**config.mk**
```make
export PLATFORM = sky130hd
export DESIGN_NAME = ex_sequencer
export DESIGN_NICKNAME = d
export VERILOG_FILES = /design/src/rtl/ex_sequencer.sv
export SDC_FILE = /design/constraint.sdc
export NUM_CORES = 1
export LEC_CHECK = 0
export BUFFER_PORTS_ARGS = -buffer_cell sky130_fd_sc_hd__buf_2
export CAP_MARGIN = 20
export CORE_MARGIN = 2
export CORE_UTILIZATION = 48
export CTS_BUF_LIST = sky130_fd_sc_hd__clkbuf_4 sky130_fd_sc_hd__clkbuf_8
export CTS_CLUSTER_DIAMETER = 80
export DETAILED_ROUTE_END_ITERATION = 16
export PLACE_DENSITY = 0.74
export SETUP_SLACK_MARGIN = 0.15
export SLEW_MARGIN = 20
export SYNTH_ARGS = -nofsm -noshare
export SYNTH_HDL_FRONTEND = slang
export SYNTH_SLANG_ARGS = --single-unit
```
**constraint.sdc**
```tcl
create_clock -name clk -period 2.29 [get_ports clk]
set_input_delay 0.229 -clock clk [delete_from_list [all_inputs] [get_ports clk]]
set_output_delay 0.229 -clock clk [all_outputs]
set_load 0.02 [all_outputs]
```
**src/rtl/ex_sequencer.sv**
```systemverilog
`default_nettype none
// ============================================================================
// Module  : ex_sequencer
// Brief   : Execute-stage controller for the 16-bit MISC-V pipeline: issue
//           handshake, multi-cycle sequencing, forwarding selects, load-use
//           stall and jump redirect/flush. Define EX_SEQ_FWD_EN to enable
//           operand forwarding; otherwise every RAW hazard stalls issue.
// Rev     : 1.0 - initial release
// ============================================================================
module ex_sequencer #(
    parameter int REG_AW       = 4,
    parameter int MC_LAT       = 4,
    parameter int FLUSH_CYCLES = 2
) (
    input  logic              clk,
    input  logic              reset,
    input  logic              id_valid,
    output logic              id_ready,
    input  logic              id_mc,
    input  logic [REG_AW-1:0] id_rs1,
    input  logic [REG_AW-1:0] id_rs2,
    input  logic [REG_AW-1:0] id_rd,
    input  logic              id_regwrite,
    input  logic              id_memread,
    input  logic              id_jump,
    input  logic [15:0]       id_target,
    output logic              ex_load,
    output logic              alu_start,
    output logic              ex_valid,
    input  logic              ex_ready,
    input  logic [REG_AW-1:0] mem_rd,
    input  logic              mem_regwrite,
    output logic [1:0]        fwd_a,
    output logic [1:0]        fwd_b,
    output logic              redirect,
    output logic [15:0]       redirect_pc,
    output logic              flush
);

    localparam int c_MC_W = $clog2(MC_LAT + 1);
    localparam int c_FL_W = $clog2(FLUSH_CYCLES + 1);
    localparam logic [c_MC_W-1:0] c_MC_LOAD = c_MC_W'(MC_LAT - 1);
    localparam logic [c_MC_W-1:0] c_MC_ONE  = c_MC_W'(1);
    localparam logic [c_FL_W-1:0] c_FL_LOAD = c_FL_W'(FLUSH_CYCLES - 1);
    localparam logic [c_FL_W-1:0] c_FL_ONE  = c_FL_W'(1);

    localparam logic [1:0] c_ST_IDLE  = 2'd0;
    localparam logic [1:0] c_ST_MULTI = 2'd1;
    localparam logic [1:0] c_ST_EXEC  = 2'd2;
    localparam logic [1:0] c_ST_FLUSH = 2'd3;

    localparam logic [1:0] c_FWD_RF  = 2'b00;
    localparam logic [1:0] c_FWD_EX  = 2'b01;
    localparam logic [1:0] c_FWD_MEM = 2'b10;

    logic [1:0]        r_state;
    logic [c_MC_W-1:0] r_mc_cnt;
    logic [c_FL_W-1:0] r_fl_cnt;
    logic [REG_AW-1:0] r_tag_rd;
    logic              r_tag_regwrite;
    logic              r_tag_memread;
    logic              r_tag_jump;
    logic [15:0]       r_tag_target;
    logic              r_alu_start;
    logic              r_redirect;
    logic [15:0]       r_redirect_pc;

    logic [1:0]        w_state_nx;
    logic [c_MC_W-1:0] w_mc_cnt_nx;
    logic [c_FL_W-1:0] w_fl_cnt_nx;
    logic              w_alu_start_nx;
    logic              w_redirect_nx;
    logic [15:0]       w_redirect_pc_nx;

    logic              w_tag_occ;
    logic              w_ex_wr;
    logic              w_ex_hit_a;
    logic              w_ex_hit_b;
    logic              w_mem_wr;
    logic              w_mem_hit_a;
    logic              w_mem_hit_b;
    logic              w_load_use;
    logic              w_stall;
    logic [1:0]        w_fwd_a;
    logic [1:0]        w_fwd_b;
    logic              w_id_ready;
    logic              w_accept;
    logic              w_take;

    // Tags only describe a live instruction while EX is occupied; in IDLE
    // they are stale leftovers of the last retired op.
    assign w_tag_occ   = (r_state == c_ST_EXEC) || (r_state == c_ST_MULTI);
    assign w_ex_wr     = w_tag_occ && r_tag_regwrite && (r_tag_rd != '0);
    assign w_ex_hit_a  = w_ex_wr && (r_tag_rd == id_rs1);
    assign w_ex_hit_b  = w_ex_wr && (r_tag_rd == id_rs2);
    assign w_mem_wr    = mem_regwrite && (mem_rd != '0);
    assign w_mem_hit_a = w_mem_wr && (mem_rd == id_rs1);
    assign w_mem_hit_b = w_mem_wr && (mem_rd == id_rs2);
    assign w_load_use  = r_tag_memread && (w_ex_hit_a || w_ex_hit_b);

`ifdef EX_SEQ_FWD_EN
    always_comb begin
        w_stall = w_load_use;
        w_fwd_a = c_FWD_RF;
        w_fwd_b = c_FWD_RF;
        if (w_ex_hit_a && !r_tag_memread) begin
            w_fwd_a = c_FWD_EX;
        end else if (w_mem_hit_a) begin
            w_fwd_a = c_FWD_MEM;
        end
        if (w_ex_hit_b && !r_tag_memread) begin
            w_fwd_b = c_FWD_EX;
        end else if (w_mem_hit_b) begin
            w_fwd_b = c_FWD_MEM;
        end
    end
`else
    always_comb begin
        w_stall = w_load_use || w_ex_hit_a || w_ex_hit_b || w_mem_hit_a || w_mem_hit_b;
        w_fwd_a = c_FWD_RF;
        w_fwd_b = c_FWD_RF;
    end
`endif

    always_comb begin
        w_id_ready = 1'b0;
        case (r_state)
            c_ST_IDLE:  w_id_ready = !w_stall;
            c_ST_EXEC:  w_id_ready = ex_ready && !r_tag_jump && !w_stall;
            c_ST_FLUSH: w_id_ready = 1'b1;
            default:    w_id_ready = 1'b0;
        endcase
        if (!reset) begin
            w_id_ready = 1'b0;
        end
    end

    assign w_accept = id_valid && w_id_ready;
    // Handshakes completed during FLUSH are swallowed here.
    assign w_take   = w_accept && (r_state != c_ST_FLUSH);

    always_comb begin
        w_state_nx       = r_state;
        w_mc_cnt_nx      = r_mc_cnt;
        w_fl_cnt_nx      = r_fl_cnt;
        w_alu_start_nx   = 1'b0;
        w_redirect_nx    = 1'b0;
        w_redirect_pc_nx = r_redirect_pc;
        case (r_state)
            c_ST_IDLE: begin
                if (w_take) begin
                    if (id_mc) begin
                        w_state_nx     = c_ST_MULTI;
                        w_mc_cnt_nx    = c_MC_LOAD;
                        w_alu_start_nx = 1'b1;
                    end else begin
                        w_state_nx = c_ST_EXEC;
                    end
                end
            end
            c_ST_MULTI: begin
                w_mc_cnt_nx = r_mc_cnt - c_MC_ONE;
                if (r_mc_cnt <= c_MC_ONE) begin
                    w_state_nx = c_ST_EXEC;
                end
            end
            c_ST_EXEC: begin
                if (ex_ready) begin
                    if (r_tag_jump) begin
                        w_state_nx       = c_ST_FLUSH;
                        w_fl_cnt_nx      = c_FL_LOAD;
                        w_redirect_nx    = 1'b1;
                        w_redirect_pc_nx = r_tag_target;
                    end else if (w_take) begin
                        if (id_mc) begin
                            w_state_nx     = c_ST_MULTI;
                            w_mc_cnt_nx    = c_MC_LOAD;
                            w_alu_start_nx = 1'b1;
                        end else begin
                            w_state_nx = c_ST_EXEC;
                        end
                    end else begin
                        w_state_nx = c_ST_IDLE;
                    end
                end
            end
            default: begin
                if (r_fl_cnt == '0) begin
                    w_state_nx = c_ST_IDLE;
                end else begin
                    w_fl_cnt_nx = r_fl_cnt - c_FL_ONE;
                end
            end
        endcase
    end

    always_ff @(posedge clk or negedge reset) begin
        if (!reset) begin
            r_state        <= c_ST_IDLE;
            r_mc_cnt       <= '0;
            r_fl_cnt       <= '0;
            r_tag_rd       <= '0;
            r_tag_regwrite <= 1'b0;
            r_tag_memread  <= 1'b0;
            r_tag_jump     <= 1'b0;
            r_tag_target   <= '0;
            r_alu_start    <= 1'b0;
            r_redirect     <= 1'b0;
            r_redirect_pc  <= '0;
        end else begin
            r_state       <= w_state_nx;
            r_mc_cnt      <= w_mc_cnt_nx;
            r_fl_cnt      <= w_fl_cnt_nx;
            r_alu_start   <= w_alu_start_nx;
            r_redirect    <= w_redirect_nx;
            r_redirect_pc <= w_redirect_pc_nx;
            if (w_take) begin
                r_tag_rd       <= id_rd;
                r_tag_regwrite <= id_regwrite;
                r_tag_memread  <= id_memread;
                r_tag_jump     <= id_jump;
                r_tag_target   <= id_target;
            end
        end
    end

    assign id_ready    = w_id_ready;
    assign ex_load     = w_accept;
    assign alu_start   = r_alu_start;
    assign ex_valid    = (r_state == c_ST_EXEC);
    assign fwd_a       = w_fwd_a;
    assign fwd_b       = w_fwd_b;
    assign redirect    = r_redirect;
    assign redirect_pc = r_redirect_pc;
    assign flush       = (r_state == c_ST_FLUSH);

endmodule
`default_nettype wire

```
; Yosys cells after proc, flatten, opt, wreduce, memory -nomap -nowiden
; Cells that the tools add are included.
[classes]
n_addsub = 2
order_cmp = 1
n_eq_ne = 14
n_mux = 27
bitwise_logic = 1
n_reduce_logical = 31
[ops]
columns = operator, n
row1 = two-way mux 2 bit, 10
row2 = == test 4 bit, 4
row3 = logical AND 1 bit, 12
row4 = two-way mux 3 bit, 4
row5 = nonzero test 4 bit, 3
row6 = one-hot mux 3 bit (3 select lines), 1
row7 = two-way mux 1 bit, 8
row8 = inequality test 2 bit (second input constant), 4
row9 = AND reduction 4 bit, 2
row10 = logical OR 1 bit, 6
row11 = inequality test 2 x 1 -> 1 bit (second input constant), 3
row12 = one-hot mux 2 bit (3 select lines), 1
row13 = AND reduction 3 bit, 2
row14 = == test 2 bit (second input constant), 2
row15 = logical NOT 2 bit, 2
row16 = one-hot mux 2 bit (2 select lines), 1
row17 = less-or-equal comparator 3 x 1 -> 1 bit (second input constant), 1
row18 = one-hot mux 1 bit (3 select lines), 1
row19 = nonzero test 3 bit, 1
row20 = subtractor 3 x 1 -> 3 bit (second input constant), 1
row21 = == test 2 x 1 -> 1 bit (second input constant), 1
row22 = logical NOT 1 bit, 2
row23 = one-hot mux 1 bit (2 select lines), 1
row24 = OR reduction 2 bit, 1
row25 = 2 further kinds, 2
[totals]
register_bits = 48
input_bits = 41
out_inout_bits = 26

; Depth between registers and ports, before layout
; Gate-level depths: netlist (run 1).
[logic_depth]
depth_word = 21
ltp_mapped = 9

; Worst setup path before layout (run 1)
; OpenSTA, ideal clock, no wires.
[synth_path]
path_type = register to register
start = reg r_state[1]
end = reg r_mc_cnt[0]
setup_time_ps = 127
t_arrival_ps = 2223
required_time_ps = 2163
slack_ps = -60
stages_incl_launch_ff = 9
period_less_slack_ps = 2350
path_cell_list = dfrtp_1 -> inv_1 -> ha_1 -> buf_2 -> nor2b_1 -> nand3b_1 -> a2111oi_4 -> a31o_2 -> mux2_1
[synth_between]
elab_chain_len = 21
word_cells_on_any_way = 30
[synth_lines]
columns = item, line
row1 = "start, declared", 56  ; logic [1:0] r_state;
row2 = "start signal, assigned", 199  ; r_state <= c_ST_IDLE;
row3 = "start signal, assigned", 211  ; r_state <= w_state_nx;
row4 = == test 2 bit / == test 2 x 1 -> 1 bit (equally long branches), "92, 127, 149"
row5 = logical OR 1 bit, 92  ; assign w_tag_occ = (r_state == c_ST_EXEC) || (r_state == c_ST_MULTI);
row6 = logical AND 1 bit (2 in series), 93  ; assign w_ex_wr = w_tag_occ && r_tag_regwrite && (r_tag_rd != '0);
row7 = logical AND 1 bit (on tied branches), "94, 95"
row8 = logical OR 1 bit, 99  ; assign w_load_use = r_tag_memread && (w_ex_hit_a || w_ex_hit_b);
row9 = logical AND 1 bit, 99
row10 = logical OR 1 bit (4 in series), 119  ; w_stall = w_load_use || w_ex_hit_a || w_ex_hit_b || w_mem_hit_a || w_mem_hit_b;
row11 = logical NOT 1 bit, "128, 129"
row12 = logical AND 1 bit, 129  ; c_ST_EXEC: w_id_ready = ex_ready && !r_tag_jump && !w_stall;
row13 = one-hot mux 1 bit (3 select lines), 127  ; case (r_state)
row14 = two-way mux 1 bit, 133  ; if (!reset) begin
row15 = logical AND 1 bit, 138  ; assign w_accept = id_valid && w_id_ready;
row16 = logical AND 1 bit, 140  ; assign w_take = w_accept && (r_state != c_ST_FLUSH);
row17 = two-way mux 3 bit (3 in series), --
row18 = one-hot mux 3 bit (3 select lines), 149  ; case (r_state)
row19 = "end signal, assigned", 212  ; r_mc_cnt <= w_mc_cnt_nx;
row20 = "end, declared", 57  ; logic [c_MC_W-1:0] r_mc_cnt;
; Several ways; a longest one is shown, not always the timed one. The select of a mux whose other input is x is not followed.
; A chain may end at the register's enable or synchronous reset.

; Worst setup path after layout (run 1)
[layout_path]
start = reg r_tag_rd[0]
end = out ex_load
[layout_between]
elab_chain_len = 14
word_cells_on_any_way = 17
[layout_lines]
columns = item, line
row1 = "start, declared", 59  ; logic [REG_AW-1:0] r_tag_rd;
row2 = "start signal, assigned", 218  ; r_tag_rd <= id_rd;
row3 = nonzero test 4 bit, 93
row4 = logical AND 1 bit, 93
row5 = logical AND 1 bit (on tied branches), "94, 95"
row6 = logical OR 1 bit, 99
row7 = logical AND 1 bit, 99
row8 = logical OR 1 bit, 119
row9 = logical OR 1 bit (*) (3 in series), 119
row10 = logical NOT 1 bit (*), "128, 129"
row11 = logical AND 1 bit, 129
row12 = one-hot mux 1 bit (3 select lines) (*), 127
row13 = two-way mux 1 bit (*), 133
row14 = logical AND 1 bit (*), 138
row15 = "end, declared", 27  ; output logic ex_load,
; Mark *: on every way between the ends. The rest lies on a longest branch, timed or not.

==> results of run 1 <==
power by group through the flow:
| stage | registers [mW] | clock network [mW] | logic (mW) |
|---|---|---|---|
| floorplan | 1.62 | 0 | 1.08 |
| global placement | 1.48 | 0 | 1.62 |
| detailed placement | 1.50 | 0 | 1.67 |
| CTS | 1.47 | 0.606 | 1.77 |
| global route | 1.57 | 0.638 | 2.36 |
| finish | 1.51 | 0.592 | 2.17 |
logic make-up after synthesis:
kind of cell / share of synthesized area
compound gates: 0.0996
xor+xnor: 0.0609
mux: 0.191
other cells: 0.00163
simple gates: 0.0566
flops: 0.511
fa+ha+maj: 0.0326
buf+inv: 0.0462
critical path, cell delays in order (launching register included):
cell and delay (ns):
dfrtp_2 0.48, xor2_2 0.18, o41ai_2 0.39, a21o_1 0.21, nor2_2 0.06, o211a_1 0.24
buf_6 0.13
timing repair:
item / CTS / global route
setup buffers: 7 / 7
resized for setup: 3 / 39
endpoints found under the hold margin: 0 / 0
cloned: 0 / 3
hold buffers: 0 / 0
pin swaps: 6 / 13
setup endpoints to repair: 25 / 27
final cells by class:
| type | instances | area (um2) | area share |
|---|---|---|---|
| Tap cell | 54 | 67.6 | 0.0215 |
| Timing Repair Buffer | 83 | 539 | 0.172 |
| Clock buffer | 6 | 76.3 | 0.0243 |
| Multi-Input combinational cell | 118 | 1210 | 0.385 |
| Sequential cell | 47 | 1180 | 0.375 |
| Clock inverter | 1 | 30.0 | 0.00956 |
| Inverter | 11 | 41.3 | 0.0131 |
per-stage QoR:
stage,power [mW],util
2_1_floorplan,2.71,-
3_3_place_gp,3.10,0.577
3_5_place_dp,3.17,0.577
4_1_cts,3.85,0.615
5_1_grt,4.56,0.674
6_report,4.27,0.674
worst paths after layout:
| kind | endpoint | slack [ns] |
|---|---|---|
| hold reg to reg | r_fl_cnt[0]$_DFFE_PN0P_ | 0.50 |
| setup / recovery | ex_load | 0.08 |
| setup reg to reg | r_mc_cnt[1]$_DFFE_PN0P_ | 0.11 |
| max in group asynchronous | r_tag_rd[0]$_DFFE_PN0N_ | 1.81 |
| min in group clk | r_tag_jump$_DFFE_PN0N_ | 0.15 |
| hold / removal | r_fl_cnt[1]$_DFFE_PN0P_ | 0.04 |
sequential cells by signal (all words and copies together), names as in the netlist:
signal and cells:
alu_start 1, r_tag_regwrite 1, redirect_pc 16, r_mc_cnt 3, redirect 1, r_tag_jump 1, r_state 2, r_tag_rd 4
r_fl_cnt 2, r_tag_target 16
cells in the mapped netlist, types with 2 or more instances:
cell	number	area share
dfrtp_1	47	0.51
mux2_2	36	0.18
xnor2_1	12	0.046
inv_1	11	0.018
ha_1	6	0.033
nand2_1	5	0.0082
nor2_1	5	0.0082
a21oi_1	4	0.0087
buf_4	4	0.013
o22ai_1	4	0.011
xor2_1	4	0.015
a31oi_1	3	0.0082
mux2_1	3	0.015
nand4_1	3	0.0082
nor4_1	3	0.0082
buf_6	2	0.0098
clkbuf_1	2	0.0033
nand2b_1	2	0.0054
nand3_1	2	0.0044
o21ai_0	2	0.0044
metal layers:
layer | vias up | share of wire | track usage | wire length, um
met5 | - | 0 | 0 | 0
met4 | 0 | 0.014 | 0.0617 | 75
met3 | 8 | 0.060 | 0.0470 | 317
met2 | 63 | 0.50 | 0.321 | 2660
met1 | 870 | 0.42 | 0.209 | 2240
li1 | 811 | - | - | -
==> results.py, run 1 <==
metrics = {
    "layout": {
        "area_growth_pct": 36.6,
        "layout.cells.non_filler": 320,
        "nets": 313,
        "filler_cell_count": 356,
        "drive_gt1_frac": 0.556,
        "final_common_cell": "buf_2",
        "final_cell_area_mm2": 0.00314,
        "layout_common_cells": "buf_2 (60), dfrtp_1 (45), mux2_4 (23)",
        "n_antenna_cell": 0,
    },
    "worst_setup_path": {
        "crit_arrival_ns": 1.98,
        "crit_path_start": "r_tag_rd[0]$_DFFE_PN0N_",
        "crit_type": "reg2out",
        "r2r-start": "r_tag_rd[0]$_DFFE_PN0N_",
        "worstPathMaxFanout": 4,
        "startpoint_type": "flop",
        "cp-end-kind": "output pin",
        "cp.required_ns": 2.06,
        "r2r_cells": 8,
    },
    "routing": {
        "ant_nets": 0,
        "routed_via_density": 5.48,
        "drt_wl_total_um": 5290,
        "drt_iter0_drc": 98,
        "avgRoutedWirePerCell_um": 16.5,
        "num_vias": 1752,
        "drc": 0,
        "firstDrtPassIters": 4,
    },
    "global_routing": {
        "grt_start_max_net_pins": 48,
        "grt_antenna_before_repair": 0,
        "grt_usage": 0.180,
        "grt_overflow": 0,
        "grt_pass1_wl_um": 7510,
        "first_global_vias": 1761,
    },
    "floorplanning": {
        "row_count": 25,
        "io_pins": 67,
        "coreArea_mm2": 0.00466,
        "start_util": 0.493,
        "die_h_um": 73.2,
        "die_area_mm2": 0.00536,
        "die_x_um": 73.2,
    },
    "timing": {
        "period_needed_ns": 2.21,
        "tightest_slew_ns": 0.593,
        "slew_headroom": 0.605,
        "fin_ws_ns": 0.0782,
        "slew_violations": 0,
        "whs_ns": 0.0418,
        "hold_viol": 0,
        "tns_ns": 0,
        "fin_skew_ns": 0.0110,
        "fin_crit_sh": 0.966,
        "setup_viol": 0,
        "rsz0062_at_grt": "true",
        "max_clock_freq_ghz": 0.452,
    },
    "power_and_ir_drop": {
        "switchingPower_mw": 1.54,
        "vdd_drop_max_mv": 0.820,
        "intPower_mw": 2.73,
        "power_frac_clock": 0.139,
        "p_sw_frac": 0.361,
        "p_comb_frac": 0.508,
        "p_per_area_mw_per_mm2": 1360,
        "seqPwrFrac": 0.353,
        "p_leak_nw": 1.54,
    },
    "place": {
        "hpwl_um": 3200,
        "portBuffers": 61,
        "placedCellCount": 296,
        "preCtsSetupSlack_ns": 0.128,
        "place.gp.congestion": 0.817,
        "post_dp_cell_area_mm2": 0.00269,
    },
    "synthesis": {
        "synth_edf_count": 0,
        "syn_area_per_cell_um2": 12.6,
        "synth_cells": 182,
        "async_flop_share": 1.00,
        "synth_cell_types": 42,
        "yosysWarnings": 0,
        "syn-cell-area_mm2": 0.00230,
        "synth-seq-cells": 47,
        "synth_ff_type": "dfrtp_1",
        "ys_seq_area_frac": 0.511,
    },
    "clock_network": {
        "clock_latency_ns": 0.30,
        "path_clk_slew_ns": 0.09,
        "cts.sinks": 47,
        "cts-root-buf": "clkbuf_8",
        "numCtsBuffers": 5,
        "htreeDepth": 2,
        "cts_tree": "done",
        "cts_buffer_depth": 2,
    },
    "status": {
        "outcome": "completed",
    },
    "run": {
        "maxCapViolations": 0,
    },
    "min_path": {
        "hold_path_class": "in2async",
    },
}
No activity file was read; power rests on OpenSTA's default activity.
==> run 2: changes to the inputs <==
CORE_UTILIZATION = 53   (was 48)
PLACE_DENSITY = 0.77   (was 0.74)
clock period = 2.5 ns   (was 2.29 ns; I/O delays follow)
==> results.py, run 2 (same netlist as run 1, synthesis figures left out) <==
metrics = {
    "place": {
        "portBuffers": 61,
        "hpwl_um": 3120,
        "place.gp.congestion": 0.828,
        "placedCellCount": 292,
        "preCtsSetupSlack_ns": 0.323,
    },
    "global_routing": {
        "grt_util_met3": 0.0620,
        "first_global_vias": 1564,
        "met2_usage": 0.276,
        "grt_usage": 0.187,
        "grt_antenna_before_repair": 0,
        "grt_overflow": 0,
        "grt_pass1_wl_um": 7170,
        "use_met1": 0.256,
        "grt-busiest-layer": "met2",
        "grt_start_max_net_pins": 48,
    },
    "floorplanning": {
        "io_pins": 67,
        "row_count": 23,
        "start_util": 0.563,
        "die_x_um": 69.9,
        "die_area_mm2": 0.00488,
        "coreArea_mm2": 0.00409,
        "die_h_um": 69.9,
    },
    "routing": {
        "firstDrtPassIters": 4,
        "ant_nets": 0,
        "num_vias": 1587,
        "drt_iter0_drc": 54,
        "drc": 0,
        "routed_via_density": 5.27,
        "drt_wl_total_um": 4280,
        "avgRoutedWirePerCell_um": 14.2,
    },
    "timing": {
        "rsz0062_at_grt": "false",
        "max_clock_freq_ghz": 0.451,
        "fin_skew_ns": 0.00478,
        "hold_viol": 0,
        "fin_ws_ns": 0.281,
        "slew_headroom": 0.617,
        "fin_crit_sh": 0.888,
        "period_needed_ns": 2.22,
        "slew_violations": 0,
        "setup_viol": 0,
        "tightest_slew_ns": 0.575,
        "tns_ns": 0,
    },
    "worst_setup_path": {
        "path_buf_inv": 1,
        "slowest_delay_ns": 0.45,
        "crit_family": "compound AO/OA/AOI/OAI gates",
        "worstPathMaxFanout": 4,
        "path_cells": "xor2_2, o41ai_4, a21o_1, nor2_1, o211a_1, buf_2",
        "startpoint_type": "flop",
        "cp.required_ns": 2.25,
        "crit_arrival_ns": 1.97,
        "cp-end-kind": "output pin",
        "cp_slowest_cell": "dfrtp_1",
        "crit_type": "reg2out",
    },
    "layout": {
        "area_growth_pct": 21.4,
        "drive_gt1_frac": 0.466,
        "seq_area_mm2": 0.00118,
        "nets": 297,
        "layout.cells.non_filler": 301,
        "filler_cell_count": 319,
        "multi_input_area_mm2": 0.00105,
        "n_antenna_cell": 0,
        "layout_common_cells": "buf_2 (61), dfrtp_1 (47), mux2_2 (36)",
        "final_common_cell": "buf_2",
    },
    "clock_network": {
        "cts.sinks": 47,
        "cts_tree": "done",
        "htreeDepth": 2,
        "clock_latency_ns": 0.30,
        "cts-root-buf": "clkbuf_8",
        "numCtsBuffers": 5,
        "path_clk_slew_ns": 0.08,
        "cts_buffer_depth": 2,
        "postCtsHoldBufs": 0,
    },
    "power_and_ir_drop": {
        "p_total_mw": 3.36,
        "p_per_area_mw_per_mm2": 1200,
        "vdd_drop_max_mv": 0.649,
        "p_leak_nw": 1.36,
    },
    "run": {
        "maxCapViolations": 0,
    },
    "status": {
        "outcome": "completed",
    },
    "min_path": {
        "hold_path_class": "in2async",
    },
}
run 2: changes by cell type in the layout (fill, tap and decap cells not counted), moves of 3 or more:
cell	previous run	this run
buf_4	15	5
ha_1	3	6
mux2_4	23	0
ha_4	3	0
mux2_2	16	36
mux2_1	0	3
buf_6	5	0
run 2: per-layer routing:
metal | share of wire | vias to the layer above
met2 | 0.45 | 53
met3 | 0.074 | 7
li1 | - | 776
met1 | 0.46 | 751
met4 | 0.019 | 0
met5 | 0 | -
run 2: cell type report:
type	instances	share of cell area
clock inverters	1	0.00314
clock buffers	7	0.0323
well taps	50	0.0224
repair buffers	67	0.130
flip-flops and latches	47	0.421
multi-input cells	118	0.376
inverters	11	0.0148
run 2: repair_timing:
action | in CTS | in global routing
endpoints found under the setup margin | 0 | 2
resized for setup | 0 | 3
buffers inserted | 0 | 1
run 2: final timing paths:
path | to | slack (ns) | cells after the start | start
max in group asynchronous | redirect_pc[15]$_DFFE_PN0P_ | 2.06 | 2 | reset
worst min-delay path | redirect_pc[2]$_DFFE_PN0P_ | 0.05 | 2 | reset
min in group clk | r_tag_jump$_DFFE_PN0N_ | 0.15 | 3 | id_jump
worst max register to register | r_tag_target[8]$_DFFE_PN0N_ | 0.31 | 6 | r_state[0]$_DFFE_PN0P_
worst max-delay path | ex_load | 0.28 | 6 | r_tag_rd[1]$_DFFE_PN0N_
worst min register to register | r_fl_cnt[0]$_DFFE_PN0P_ | 0.50 | 1 | r_fl_cnt[0]$_DFFE_PN0P_
run 2: report_power, final:
group          switching, mW  internal (mW)
Clock                  0.250          0.238
Sequential             0.220           1.13
Combinational          0.787          0.734
run 2: worst register-to-register path: stages, from the launching register on:
cell and delay (ns):
dfrtp_1 0.43, inv_1 0.14, ha_1 0.31, a31oi_1 0.14, a2111oi_4 0.46, buf_12 0.24
mux2_2 0.36
run 2: through the flow:
stage / cell area (um2) / hold slack [ns] / utilization
global placement: 2660 / 0.392 / 0.652
CTS: 2760 / 0.0696 / 0.676
global route: 2790 / 0.106 / 0.683
detailed placement: 2660 / 0.399 / 0.652
floorplan: 2310 / -0.0456 / -
finish: 2790 / 0.0504 / 0.683
==> run 3: changes to the inputs <==
CORE_ASPECT_RATIO = 0.7   (was not set)
CTS_CLUSTER_DIAMETER = not set   (was 80)
==> results.py, run 3 (same netlist as run 1, synthesis figures left out) <==
metrics = {
    "clock_network": {
        "cts.sinks": 47,
        "cts-root-buf": "clkbuf_8",
        "path_clk_slew_ns": 0.09,
        "cts_buffer_depth": 2,
        "numCtsBuffers": 5,
        "cts_tree": "done",
        "clock_latency_ns": 0.29,
        "postCtsHoldBufs": 0,
        "htreeDepth": 2,
    },
    "layout": {
        "area_growth_pct": 22.0,
        "final_common_cell": "buf_2",
        "drive_gt1_frac": 0.478,
        "nets": 301,
        "layout.cells.non_filler": 307,
        "layout_common_cells": "buf_2 (61), dfrtp_1 (46), mux2_2 (36)",
        "filler_cell_count": 315,
        "n_antenna_cell": 0,
    },
    "timing": {
        "tns_ns": 0,
        "hold_viol": 0,
        "slew_headroom": 0.584,
        "rsz0062_at_grt": "false",
        "max_clock_freq_ghz": 0.443,
        "slew_violations": 0,
        "period_needed_ns": 2.26,
        "fin_crit_sh": 0.903,
        "setup_viol": 0,
        "tightest_slew_ns": 0.616,
        "fin_skew_ns": 0.00555,
    },
    "status": {
        "outcome": "completed",
    },
    "routing": {
        "avgRoutedWirePerCell_um": 14.1,
        "drt_wl_total_um": 4320,
        "drt_iter0_drc": 66,
        "ant_nets": 0,
        "firstDrtPassIters": 4,
        "num_vias": 1615,
        "drc": 0,
        "routed_via_density": 5.26,
    },
    "worst_setup_path": {
        "worstPathMaxFanout": 4,
        "crit_type": "reg2out",
        "startpoint_type": "flop",
        "cp.required_ns": 2.25,
        "crit_family": "compound AO/OA/AOI/OAI gates",
        "crit_path_start": "r_tag_rd[3]$_DFFE_PN0N_",
        "worst_r2r_endpoint": "r_tag_target[1]$_DFFE_PN0N_",
        "path_buf_inv": 1,
        "r2r_cells": 6,
        "path_depth": 6,
        "crit_arrival_ns": 2.01,
        "crit_path_end": "ex_load",
        "cp-end-kind": "output pin",
        "cp_slowest_cell": "dfrtp_2",
        "rrSetupSlack_ns": 0.31,
        "r2r-start": "r_state[0]$_DFFE_PN0P_",
        "path_cells": "xor2_1, o41ai_2, a21o_1, nor2_1, o211a_1, buf_2",
        "slowest_delay_ns": 0.45,
    },
    "place": {
        "portBuffers": 61,
        "placedCellCount": 295,
        "hpwl_um": 3320,
        "place.gp.congestion": 0.727,
    },
    "power_and_ir_drop": {
        "p_leak_nw": 1.37,
        "vdd_drop_max_mv": 0.773,
        "p_per_area_mw_per_mm2": 1210,
    },
    "floorplanning": {
        "die_x_um": 82.7,
        "die_area_mm2": 0.00489,
        "start_util": 0.569,
        "row_count": 19,
        "io_pins": 67,
        "coreArea_mm2": 0.00404,
        "die_h_um": 59.1,
    },
    "global_routing": {
        "grt_start_max_net_pins": 48,
        "first_global_vias": 1556,
        "grt_usage": 0.188,
        "grt_antenna_before_repair": 0,
        "grt_pass1_wl_um": 6820,
        "grt_overflow": 0,
    },
    "run": {
        "maxCapViolations": 0,
    },
    "min_path": {
        "hold_path_class": "in2async",
    },
}
-- run 3: worst reg2reg max path, cell delays in order, from the launching register on --
cell and delay (ns):
dfrtp_1 0.40, inv_1 0.14, ha_1 0.32, a31oi_1 0.15, a2111oi_4 0.42, buf_4 0.28, mux2_2 0.36
-- run 3: worst min-delay path by stage --
| stage | startpoint | to | slack, ns | depth (start not counted) |
|---|---|---|---|---|
| final | reset | r_mc_cnt[1]$_DFFE_PN0P_ | 0.05 | 2 |
| after global routing | reset | redirect_pc[4]$_DFFE_PN0P_ | 0.11 | 2 |
| after CTS | reset | r_tag_jump$_DFFE_PN0N_ | 0.08 | 2 |
| after detailed placement | reset | r_tag_jump$_DFFE_PN0N_ | 0.40 | 2 |
| after global placement | reset | r_tag_target[0]$_DFFE_PN0N_ | 0.40 | 2 |
| after floorplan | reset | alu_start$_DFF_PN0_ | -0.05 | 0 |
-- run 3: repair_timing --
action	in CTS	in global routing
resized for setup	1	3
pin swaps	1	2
buffers inserted	1	3
setup endpoints to repair	1	3
-- run 3: metal layers --
layer  vias to the layer above  routed length [um]  global-route usage
met5                         -                   0                   0
met4                         0                  21              0.0609
met3                         2                 200              0.0503
met2                        38                2000               0.294
met1                       783                2100               0.257
li1                        792                   -                   -
-- run 3: through the flow --
step | total power, mW | worst slack (ns) | cell area, um2 | util | hold WS [ns]
after floorplan | 2.44 | 0.204 | 2310 | - | -0.0456
after global placement | 2.80 | 0.319 | 2660 | 0.659 | 0.396
after detailed placement | 2.87 | 0.290 | 2660 | 0.659 | 0.400
after CTS | 3.37 | 0.196 | 2770 | 0.685 | 0.0772
after global routing | 3.63 | 0.161 | 2810 | 0.694 | 0.110
final | 3.39 | 0.244 | 2810 | 0.694 | 0.0516
-- run 3: cell type report --
type,instances,area [um2],share of cell area
Clock buffer,7,90.1,0.0321
Clock inverter,1,8.76,0.00312
Inverter,11,41.3,0.0147
Multi-Input combinational cell,118,1040,0.372
Sequential cell,47,1180,0.420
Tap cell,52,65.1,0.0232
Timing Repair Buffer,71,380,0.136
-- run 3: power by group --
group	leakage [nW]	internal (mW)	switching, mW
clock network	0.0519	0.238	0.246
registers	0.565	1.13	0.222
logic	0.749	0.754	0.796
total	1.37	2.12	1.26
